<file path="config.mk">
export PLATFORM = sky130hd
export DESIGN_NAME = fpga_link_receiver
export DESIGN_NICKNAME = d
export VERILOG_FILES = /design/src/rtl/fpga_link_receiver.sv
export SDC_FILE = /design/constraint.sdc
export NUM_CORES = 1
export LEC_CHECK = 0
export CAP_MARGIN = 20
export CORE_UTILIZATION = 52
export DETAILED_ROUTE_END_ITERATION = 7
export GPL_ROUTABILITY_DRIVEN = 0
export PLACE_DENSITY = 0.7
export SKIP_LAST_GASP = 1
export SYNTH_ARGS = -nofsm -noshare
export SYNTH_HDL_FRONTEND = slang
export SYNTH_SLANG_ARGS = --single-unit
</file>
<file path="constraint.sdc">
create_clock -name clock -period 2.3 [get_ports clock]
set_input_delay 0.23 -clock clock [delete_from_list [all_inputs] [get_ports clock]]
set_output_delay 0.23 -clock clock [all_outputs]
set_load 0.02 [all_outputs]
</file>
<file path="src/rtl/fpga_link_receiver.sv">
`default_nettype none
// ============================================================================
// Module   : fpga_link_receiver
// Brief    : Four-phase link receiver: beat assembly, word FIFO, valid/ready
//            drain after frame end. Optional WAIT timeout: FPGA_LINK_RX_TIMEOUT_EN
// Revision : 1.0
// ============================================================================
module fpga_link_receiver #(
  parameter int LANE_W  = 1,
  parameter int BEATS   = 8,
  parameter int DEPTH   = 4,
  parameter int TIMEOUT = 255
) (
  input  logic                       clock,
  input  logic                       reset,
  input  logic                       send,
  input  logic                       finish,
  input  logic [LANE_W-1:0]          data_in,
  output logic                       acknowledge,
  output logic                       shift,
  output logic                       received,
  output logic                       word_valid,
  output logic [LANE_W*BEATS-1:0]    word_data,
  input  logic                       word_ready,
  output logic [$clog2(DEPTH+1)-1:0] frame_words,
  output logic                       err_overflow,
  output logic                       err_partial,
  output logic                       err_timeout
);

  localparam int WORD_W = LANE_W * BEATS;
  localparam int BCNT_W = $clog2(BEATS + 1);
  localparam int PTR_W  = $clog2(DEPTH);
  localparam int CNT_W  = $clog2(DEPTH + 1);

  localparam logic [BCNT_W-1:0] LAST_BEAT = BCNT_W'(BEATS - 1);
  localparam logic [CNT_W-1:0]  FULL_CNT  = CNT_W'(DEPTH);
  localparam logic [CNT_W-1:0]  ONE_CNT   = CNT_W'(1);

  typedef enum logic [2:0] {
    S_IDLE    = 3'd0,
    S_START   = 3'd1,
    S_WAIT    = 3'd2,
    S_RECV    = 3'd3,
    S_NEXT    = 3'd4,
    S_PROCESS = 3'd5,
    S_END     = 3'd6
  } state_t;

  state_t              state_q, state_d;
  logic [WORD_W-1:0]   sr_q, sr_d;
  logic [BCNT_W-1:0]   beat_q, beat_d;
  logic [WORD_W-1:0]   mem_q [DEPTH];
  logic [PTR_W-1:0]    wr_ptr_q, wr_ptr_d;
  logic [PTR_W-1:0]    rd_ptr_q, rd_ptr_d;
  logic [CNT_W-1:0]    count_q, count_d;
  logic [CNT_W-1:0]    frame_q, frame_d;
  logic                err_ov_q, err_ov_d;
  logic                err_pt_q, err_pt_d;
  logic                ack_q, ack_d;
  logic                shift_q, shift_d;
  logic                recv_q, recv_d;
  logic                wvalid_q, wvalid_d;
  logic                push_en;
  logic [WORD_W-1:0]   shifted;

`ifdef FPGA_LINK_RX_TIMEOUT_EN
  localparam int              TO_W    = $clog2(TIMEOUT + 1);
  localparam logic [TO_W-1:0] TO_LAST = TO_W'(TIMEOUT - 1);
  logic [TO_W-1:0] to_q, to_d;
  logic            err_to_q, err_to_d;
`endif

  // New beat enters at the top; after BEATS shifts the first beat sits in the LSBs.
  assign shifted = {data_in, sr_q[WORD_W-1:LANE_W]};

  always_comb begin
    state_d  = state_q;
    sr_d     = sr_q;
    beat_d   = beat_q;
    wr_ptr_d = wr_ptr_q;
    rd_ptr_d = rd_ptr_q;
    count_d  = count_q;
    frame_d  = frame_q;
    err_ov_d = err_ov_q;
    err_pt_d = err_pt_q;
    push_en  = 1'b0;
`ifdef FPGA_LINK_RX_TIMEOUT_EN
    to_d     = '0;
    err_to_d = err_to_q;
`endif
    case (state_q)
      S_IDLE: begin
        if (send) begin
          state_d  = S_START;
          sr_d     = '0;
          beat_d   = '0;
          wr_ptr_d = '0;
          rd_ptr_d = '0;
          count_d  = '0;
          frame_d  = '0;
          err_ov_d = 1'b0;
          err_pt_d = 1'b0;
`ifdef FPGA_LINK_RX_TIMEOUT_EN
          err_to_d = 1'b0;
`endif
        end
      end
      S_START: begin
        if (!send) state_d = S_WAIT;
      end
      S_WAIT: begin
        if (send) begin
          state_d = S_RECV;
          sr_d    = shifted;
          if (beat_q == LAST_BEAT) begin
            beat_d = '0;
            if (count_q == FULL_CNT) begin
              err_ov_d = 1'b1;
            end else begin
              // No pops happen mid-frame, so frame_q tracks count_q and cannot exceed DEPTH.
              push_en  = 1'b1;
              wr_ptr_d = wr_ptr_q + 1'b1;
              count_d  = count_q + 1'b1;
              frame_d  = frame_q + 1'b1;
            end
          end else begin
            beat_d = beat_q + 1'b1;
          end
        end else if (finish) begin
          state_d = S_PROCESS;
          if (beat_q != '0) begin
            err_pt_d = 1'b1;
            beat_d   = '0;
          end
        end
`ifdef FPGA_LINK_RX_TIMEOUT_EN
        else if (to_q == TO_LAST) begin
          state_d  = S_IDLE;
          err_to_d = 1'b1;
          wr_ptr_d = '0;
          rd_ptr_d = '0;
          count_d  = '0;
          frame_d  = '0;
        end else begin
          to_d = to_q + 1'b1;
        end
`endif
      end
      S_RECV: begin
        state_d = S_NEXT;
      end
      S_NEXT: begin
        if (!send) state_d = S_WAIT;
      end
      S_PROCESS: begin
        if (count_q == '0) begin
          state_d = S_END;
        end else if (word_ready) begin
          rd_ptr_d = rd_ptr_q + 1'b1;
          count_d  = count_q - 1'b1;
          if (count_q == ONE_CNT) state_d = S_END;
        end
      end
      S_END: begin
        if (!finish) state_d = S_IDLE;
      end
      default: begin
        state_d = S_IDLE;
      end
    endcase

    ack_d    = (state_d == S_START) || (state_d == S_NEXT) || (state_d == S_END);
    shift_d  = (state_d == S_RECV);
    recv_d   = (state_d == S_PROCESS);
    wvalid_d = (state_d == S_PROCESS) && (count_d != '0);
  end

  always_ff @(posedge clock or posedge reset) begin
    if (reset) begin
      state_q  <= S_IDLE;
      sr_q     <= '0;
      beat_q   <= '0;
      wr_ptr_q <= '0;
      rd_ptr_q <= '0;
      count_q  <= '0;
      frame_q  <= '0;
      err_ov_q <= 1'b0;
      err_pt_q <= 1'b0;
      ack_q    <= 1'b0;
      shift_q  <= 1'b0;
      recv_q   <= 1'b0;
      wvalid_q <= 1'b0;
      for (int i = 0; i < DEPTH; i++) mem_q[i] <= '0;
`ifdef FPGA_LINK_RX_TIMEOUT_EN
      to_q     <= '0;
      err_to_q <= 1'b0;
`endif
    end else begin
      state_q  <= state_d;
      sr_q     <= sr_d;
      beat_q   <= beat_d;
      wr_ptr_q <= wr_ptr_d;
      rd_ptr_q <= rd_ptr_d;
      count_q  <= count_d;
      frame_q  <= frame_d;
      err_ov_q <= err_ov_d;
      err_pt_q <= err_pt_d;
      ack_q    <= ack_d;
      shift_q  <= shift_d;
      recv_q   <= recv_d;
      wvalid_q <= wvalid_d;
      if (push_en) mem_q[wr_ptr_q] <= shifted;
`ifdef FPGA_LINK_RX_TIMEOUT_EN
      to_q     <= to_d;
      err_to_q <= err_to_d;
`endif
    end
  end

  assign acknowledge  = ack_q;
  assign shift        = shift_q;
  assign received     = recv_q;
  assign word_valid   = wvalid_q;
  assign word_data    = mem_q[rd_ptr_q];
  assign frame_words  = frame_q;
  assign err_overflow = err_ov_q;
  assign err_partial  = err_pt_q;

`ifdef FPGA_LINK_RX_TIMEOUT_EN
  assign err_timeout = err_to_q;
`else
  assign err_timeout = 1'b0;
  // TIMEOUT only shapes logic in the timeout build; this empty block keeps it referenced.
  if (TIMEOUT < 1) begin : g_timeout_unused
  end
`endif

endmodule
`default_nettype wire
</file>
-- Yosys cells after proc, flatten, opt, wreduce, memory -nomap -nowiden
Cells that the tools add are included.
- output and inout bits: 18
- word-level logic and storage cells: 128
- bits in registers: 63
- bits of input ports: 6
- muxes and demuxes: 57
- $lt $le $gt $ge: 3
- bitwise operators: 2
- equality and inequality tests: 26
- add/sub/neg operators: 6
- reduce and logical (&&, ||, !) cells: 17
- operators by type and width (cell ; count):
    two-way mux 3 bit ; 18
    two-way mux 8 bit ; 5
    bitwise mux 32 bit ; 1
    == test 3 bit, second input constant ; 7
    two-way mux 4 bit ; 5
    != test 2 bit, second input constant ; 10
    case mux 3 bit (6 select lines) ; 1
    binary-select mux 8 bit (select 2 bit) ; 1
    demux 8 bit (select 2 bit) ; 1
    case mux 8 bit (2 select lines) ; 1
    AND reduction 5 bit ; 3
    two-way mux 2 bit ; 6
    two-way mux 1 bit ; 11
    == test 3 x 1 -> 1 bit, second input constant ; 3
    == test 3 x 2 -> 1 bit, second input constant ; 3
    case mux 3 bit (3 select lines) ; 1
    case mux 2 bit (2 select lines) ; 2
    case mux 4 bit (2 select lines) ; 1
    AND reduction 4 bit ; 2
    adder 3 x 1 -> 3 bit, second input constant ; 2
    greater-or-equal comparator 3 bit, second input constant ; 2
    zero test 3 bit ; 2
    != test 3 bit, second input constant ; 2
    inverter 2 -> 3 bit ; 2
    14 further kinds ; 19

-- Longest topological paths before layout
- depth after elaboration: 8
- mapped depth: 7

-- Worst setup path after synthesis
No wires, ideal clock.
- path kind: register to register
- from: register state_q[2]
- to: register mem_q[15] in the netlist's numbering
- library setup time: 0.125 ns
- buffers on the path: 2
- stages on the path, launching flop included: 7
- arrival: 1.945 ns
- setup slack: 0.230 ns
- path through: dfrtp_1 > buf_6 > or3b_1 > buf_2 > nor3_4 > nand2_4 > mux2_4
- word-level cells in the longest chain between the ends: 2
- RTL lines (item ; RTL line ; RTL):
    start, declared ; 50 ; state_t state_q, state_d;
    start signal, assigned ; 200 ; state_q <= state_d;
    == test 3 x 2 -> 1 bit ; 92 ; case (state_q)
    two-way mux 1 bit ; 92 ;
    end signal, assigned by index ; 213 ; if (push_en) mem_q[wr_ptr_q] <= shifted;
    end, declared ; 53 ; logic [WORD_W-1:0] mem_q [DEPTH];
No other way between the ends.
A chain may end at the register's enable or synchronous reset.

-- Final worst setup path
- from: register rd_ptr_q[1]
- to: output word_data[4]
- word-level cells in the longest chain between the ends: 4
- RTL lines (item ; RTL line ; RTL):
    start, declared ; 55 ; logic [PTR_W-1:0] rd_ptr_q, rd_ptr_d;
    start signal, assigned ; 204 ; rd_ptr_q <= rd_ptr_d;
    inverter 2 -> 3 bit (not written as such) ; 225 ; assign word_data = mem_q[rd_ptr_q];
    binary-select mux 8 bit (select 2 bit) ; 225 ;
    two-way mux 8 bit (not written as such) (2 in series) ; 225 ;
    end, declared ; 23 ; output logic [LANE_W*BEATS-1:0] word_data,
No other way between the ends. The select of a mux whose other input is x is not followed.

==> run_results.csv <==
group,metric,value,unit
sta,grt_setup_unrepaired,"false",
yosys,synth.distinct_cells,54,
grt,grt_max_degree,63,
sta,hold_viol,0,
die,die_area,0.00632,sq mm
finish,fill_cells,444,
outcome,status,"finished, final reports clean",
worst_setup_path,slowest_stage,"clkdlybuf4s50_1",
grt,antenna_found_initial,0,
worst_setup_path,max_stage_delay,560,ps
worst_setup_path,worstPathMaxFanout,8,
sta,fin_tns_setup,0,ps
routing,wl_met3,282,um
die,ioPinCount,24,
sta,finalCritPeriodShare,95.5,%
grt,grt_pass1_wl,10.4,mm
routing,dr_wl_met2,2.80,mm
sta,final.setup_skew,3.91,ps
routing,wirelength_met1,2.98,mm
pwr,ir_drop,699,uV
placement,dp_hpwl,4.10,mm
cts,cts.htree.levels,3,
worst_setup_path,crit_path_end_kind,"output pin",
worst_setup_path,cp_data_required_time,2070,ps
pwr,comb_power_share,29.2,%
pwr,power_switching,1.01,mW
finish,nNetsFinal,302,
routing,drtPass1Iterations,4,
die,rows,27,
die,initial_core_util,55.4,%
pwr,p_leak,1.78,nW
cts,cts_sinks,62,
yosys,netlist_area,0.00312,sq mm
pwr,power_density,844,mW/mm^2
flow_run,cap_violations,0,
routing,num_vias,2132,
worst_setup_path,crit_chain,"mux4_2, clkdlybuf4s50_1",
cts,clk-insertion-delay-late,320,ps
cts,clk_path_buf_depth,2,
sta,setup_viol_count_final,0,
yosys,synth_fp_nets,271,
worst_setup_path,timing_worst_setup_path_type,"reg -> out",
yosys,async_reset_ff_share,100,%
routing,avgViaCountPerCell,5.91,
routing,finalWirelength,6.10,mm
yosys,ys_warn_count,0,
grt,grt_overflow,0,
yosys,synth_cells,254,
routing,top_layer,"met4",
sta,min_period,2200,ps
pwr,sw_frac_of_total,32.7,%
routing,antenna_left,0,
die,core,0.00564,sq mm
yosys,synth-seq-cells,62,
finish,n_antenna_cell,0,
cts,cts_tree,"yes",
routing,drcViolationCount,0,
finish,fin_util,64.7,%
grt,grt_use_total,22.1,%
cts,numCtsBuffers,9,
routing,post_drt_wl_per_cell,16.9,um
placement,numPortBuffers,22,
min_path,hold_path.class,"in -> async",
sta,fmax,455,MHz
yosys,syn_avg_cell_area,12.3,sq um
yosys,synth-seq-area-share,49.7,%
die,die_w,79.5,um
finish,area_growth,16.9,%
cts,ctsRootBufferMaster,"clkbuf_8",
cts,clk_pin_slew,60,ps
finish,final_layout_size_suffix_gt1_share,26.0,%
routing,first_iter_violations,109,
grt,grt_pass1_vias,2146,
worst_setup_path,critPathArrivalTime,1970,ps
pwr,p_clk_share,29.2,%
yosys,ys.flop_type,"dfrtp_1",
die,die_y,79.5,um
pwr,seq_power_share,41.6,%
worst_setup_path,startpoint_type,"flip-flop",
pwr,p_int,2.07,mW
sta,worst_pin_slew,496,ps
sta,slew_viol_final,0,
yosys,synth_edf_count,0,
sta,slew_headroom,66.8,%
critical path, delay by kind of cell (launching register included):
kind     cells  cell delay (ps)
mux          1              550
buf+inv      1              560
flops        1              530
layout by cell type, fill, tap and decap left out, types with 2 or more instances in the layout:
cell type / instances
a21oi_1: 6
a22o_1: 7
a311oi_1: 2
a31oi_1: 4
a41oi_1: 2
and3b_1: 2
buf_4: 10
clkbuf_1: 4
clkbuf_8: 10
clkdlybuf4s50_1: 22
dfrtp_1: 61
ha_1: 11
inv_1: 16
mux2_2: 29
mux2_4: 3
mux2i_1: 2
mux4_2: 8
nand2_1: 12
nand2_4: 4
nand2b_1: 5
nand3_1: 4
nand3b_1: 2
nor2_1: 5
nor2b_1: 2
nor3_1: 4
nor3b_1: 3
nor4_1: 6
o21a_1: 2
o21ai_0: 9
o31ai_1: 2
o41ai_1: 2
or3b_2: 2
kinds of logic (layout without fill, tap and decap cells):
kind of cell | Yosys count | in the layout | synth area share [%]
adder cells (fa/ha/maj) | 11 | 11 | 4.41
multiplexers | 42 | 42 | 18.3
buffers and inverters | 30 | 65 | 4.04
other | 1 | 1 | 0.120
AND/OR/NAND/NOR | 61 | 61 | 12.4
AO/OA/AOI/OAI | 46 | 46 | 10.8
XOR/XNOR | 1 | 1 | 0.280
flip-flops | 62 | 62 | 49.7
worst paths after layout:
| path | startpoint | to | slack, ps | cells after the start |
|---|---|---|---|---|
| max in group asynchronous | reset | rd_ptr_q[1] | 1740 | 3 |
| hold / removal | reset | mem_q[24] | 290 | 3 |
| min in group clock | mem_q[18] | mem_q[18] | 500 | 1 |
| hold reg to reg | mem_q[18] | mem_q[18] | 500 | 1 |
| setup / recovery | rd_ptr_q[1] | word_data[4] | 100 | 2 |
| setup reg to reg | count_q[0] | mem_q[15] | 230 | 6 |
repair_timing:
| action | CTS | global route |
|---|---|---|
| gates resized for setup | 1 | 0 |
| setup endpoints to repair | 6 | 0 |
| hold buffers | 0 | 0 |
| setup buffers | 0 | 0 |
flip-flops by register name, summed over array words and instances, names as in the netlist:
name          count
sr_q              7
mem_q            32
rd_ptr_q          2
state_q           3
frame_words       3
shift             1
wr_ptr_q          2
beat_q            4
word_valid        1
err_overflow      1
err_partial       1
received          1
acknowledge       1
count_q           3
through the flow:
stage | std cells | hold slack [ps] | total power [mW] | worst slack (ps) | cell area (sq um)
finish | 361 | 294 | 3.08 | 104 | 3650
global route | 361 | 312 | 3.26 | 8.85 | 3650
CTS | 361 | 293 | 3.10 | 72.3 | 3650
detailed placement | 346 | 488 | 2.19 | 234 | 3470
global placement | 346 | 482 | 2.18 | 267 | 3470
floorplan | 254 | 370 | 1.92 | 230 | 3120
power groups by stage:
stage,Clock (mW),Sequential (mW),Combinational (mW)
finish,0.899,1.28,0.899
CTS,0.930,1.28,0.890
global route,0.973,1.30,0.993
detailed placement,0,1.30,0.885
floorplan,0,1.31,0.619
global placement,0,1.30,0.881
Yosys cell counts, types with 3 or more instances:
library cell | number | area share (%)
dfrtp_1 | 62 | 50
nand3_1 | 4 | 0.64
a31oi_1 | 4 | 0.80
a22o_1 | 7 | 2.0
nand2_4 | 4 | 1.4
nand2_1 | 12 | 1.4
nor3_1 | 4 | 0.64
nand2b_1 | 5 | 1.0
mux2_4 | 3 | 1.4
a21oi_1 | 6 | 0.96
mux2_2 | 29 | 10
ha_1 | 11 | 4.4
mux4_2 | 8 | 5.8
inv_1 | 17 | 2.0
clkbuf_1 | 9 | 1.1
o21ai_0 | 9 | 1.4
nor2_1 | 5 | 0.60
nor3b_1 | 3 | 0.72
nor4_1 | 6 | 1.2
metal layers:
layer | vias up | global-route usage (%)
met3 | 4 | 6.74
li1 | 1002 | -
met2 | 46 | 35.1
met5 | - | 0
met4 | 0 | 5.45
met1 | 1080 | 29.5
layout make-up:
type / count / area (sq um) / area share (%)
timing repair buffer: 33 / 315 / 8.64
inverter: 17 / 63.8 / 1.75
sequential: 62 / 1550 / 42.5
tap: 72 / 90.1 / 2.47
clock inverter: 1 / 30.0 / 0.822
multi-input combinational: 162 / 1450 / 39.6
clock buffer: 14 / 153 / 4.18
Power figures use the tool's default switching activity.
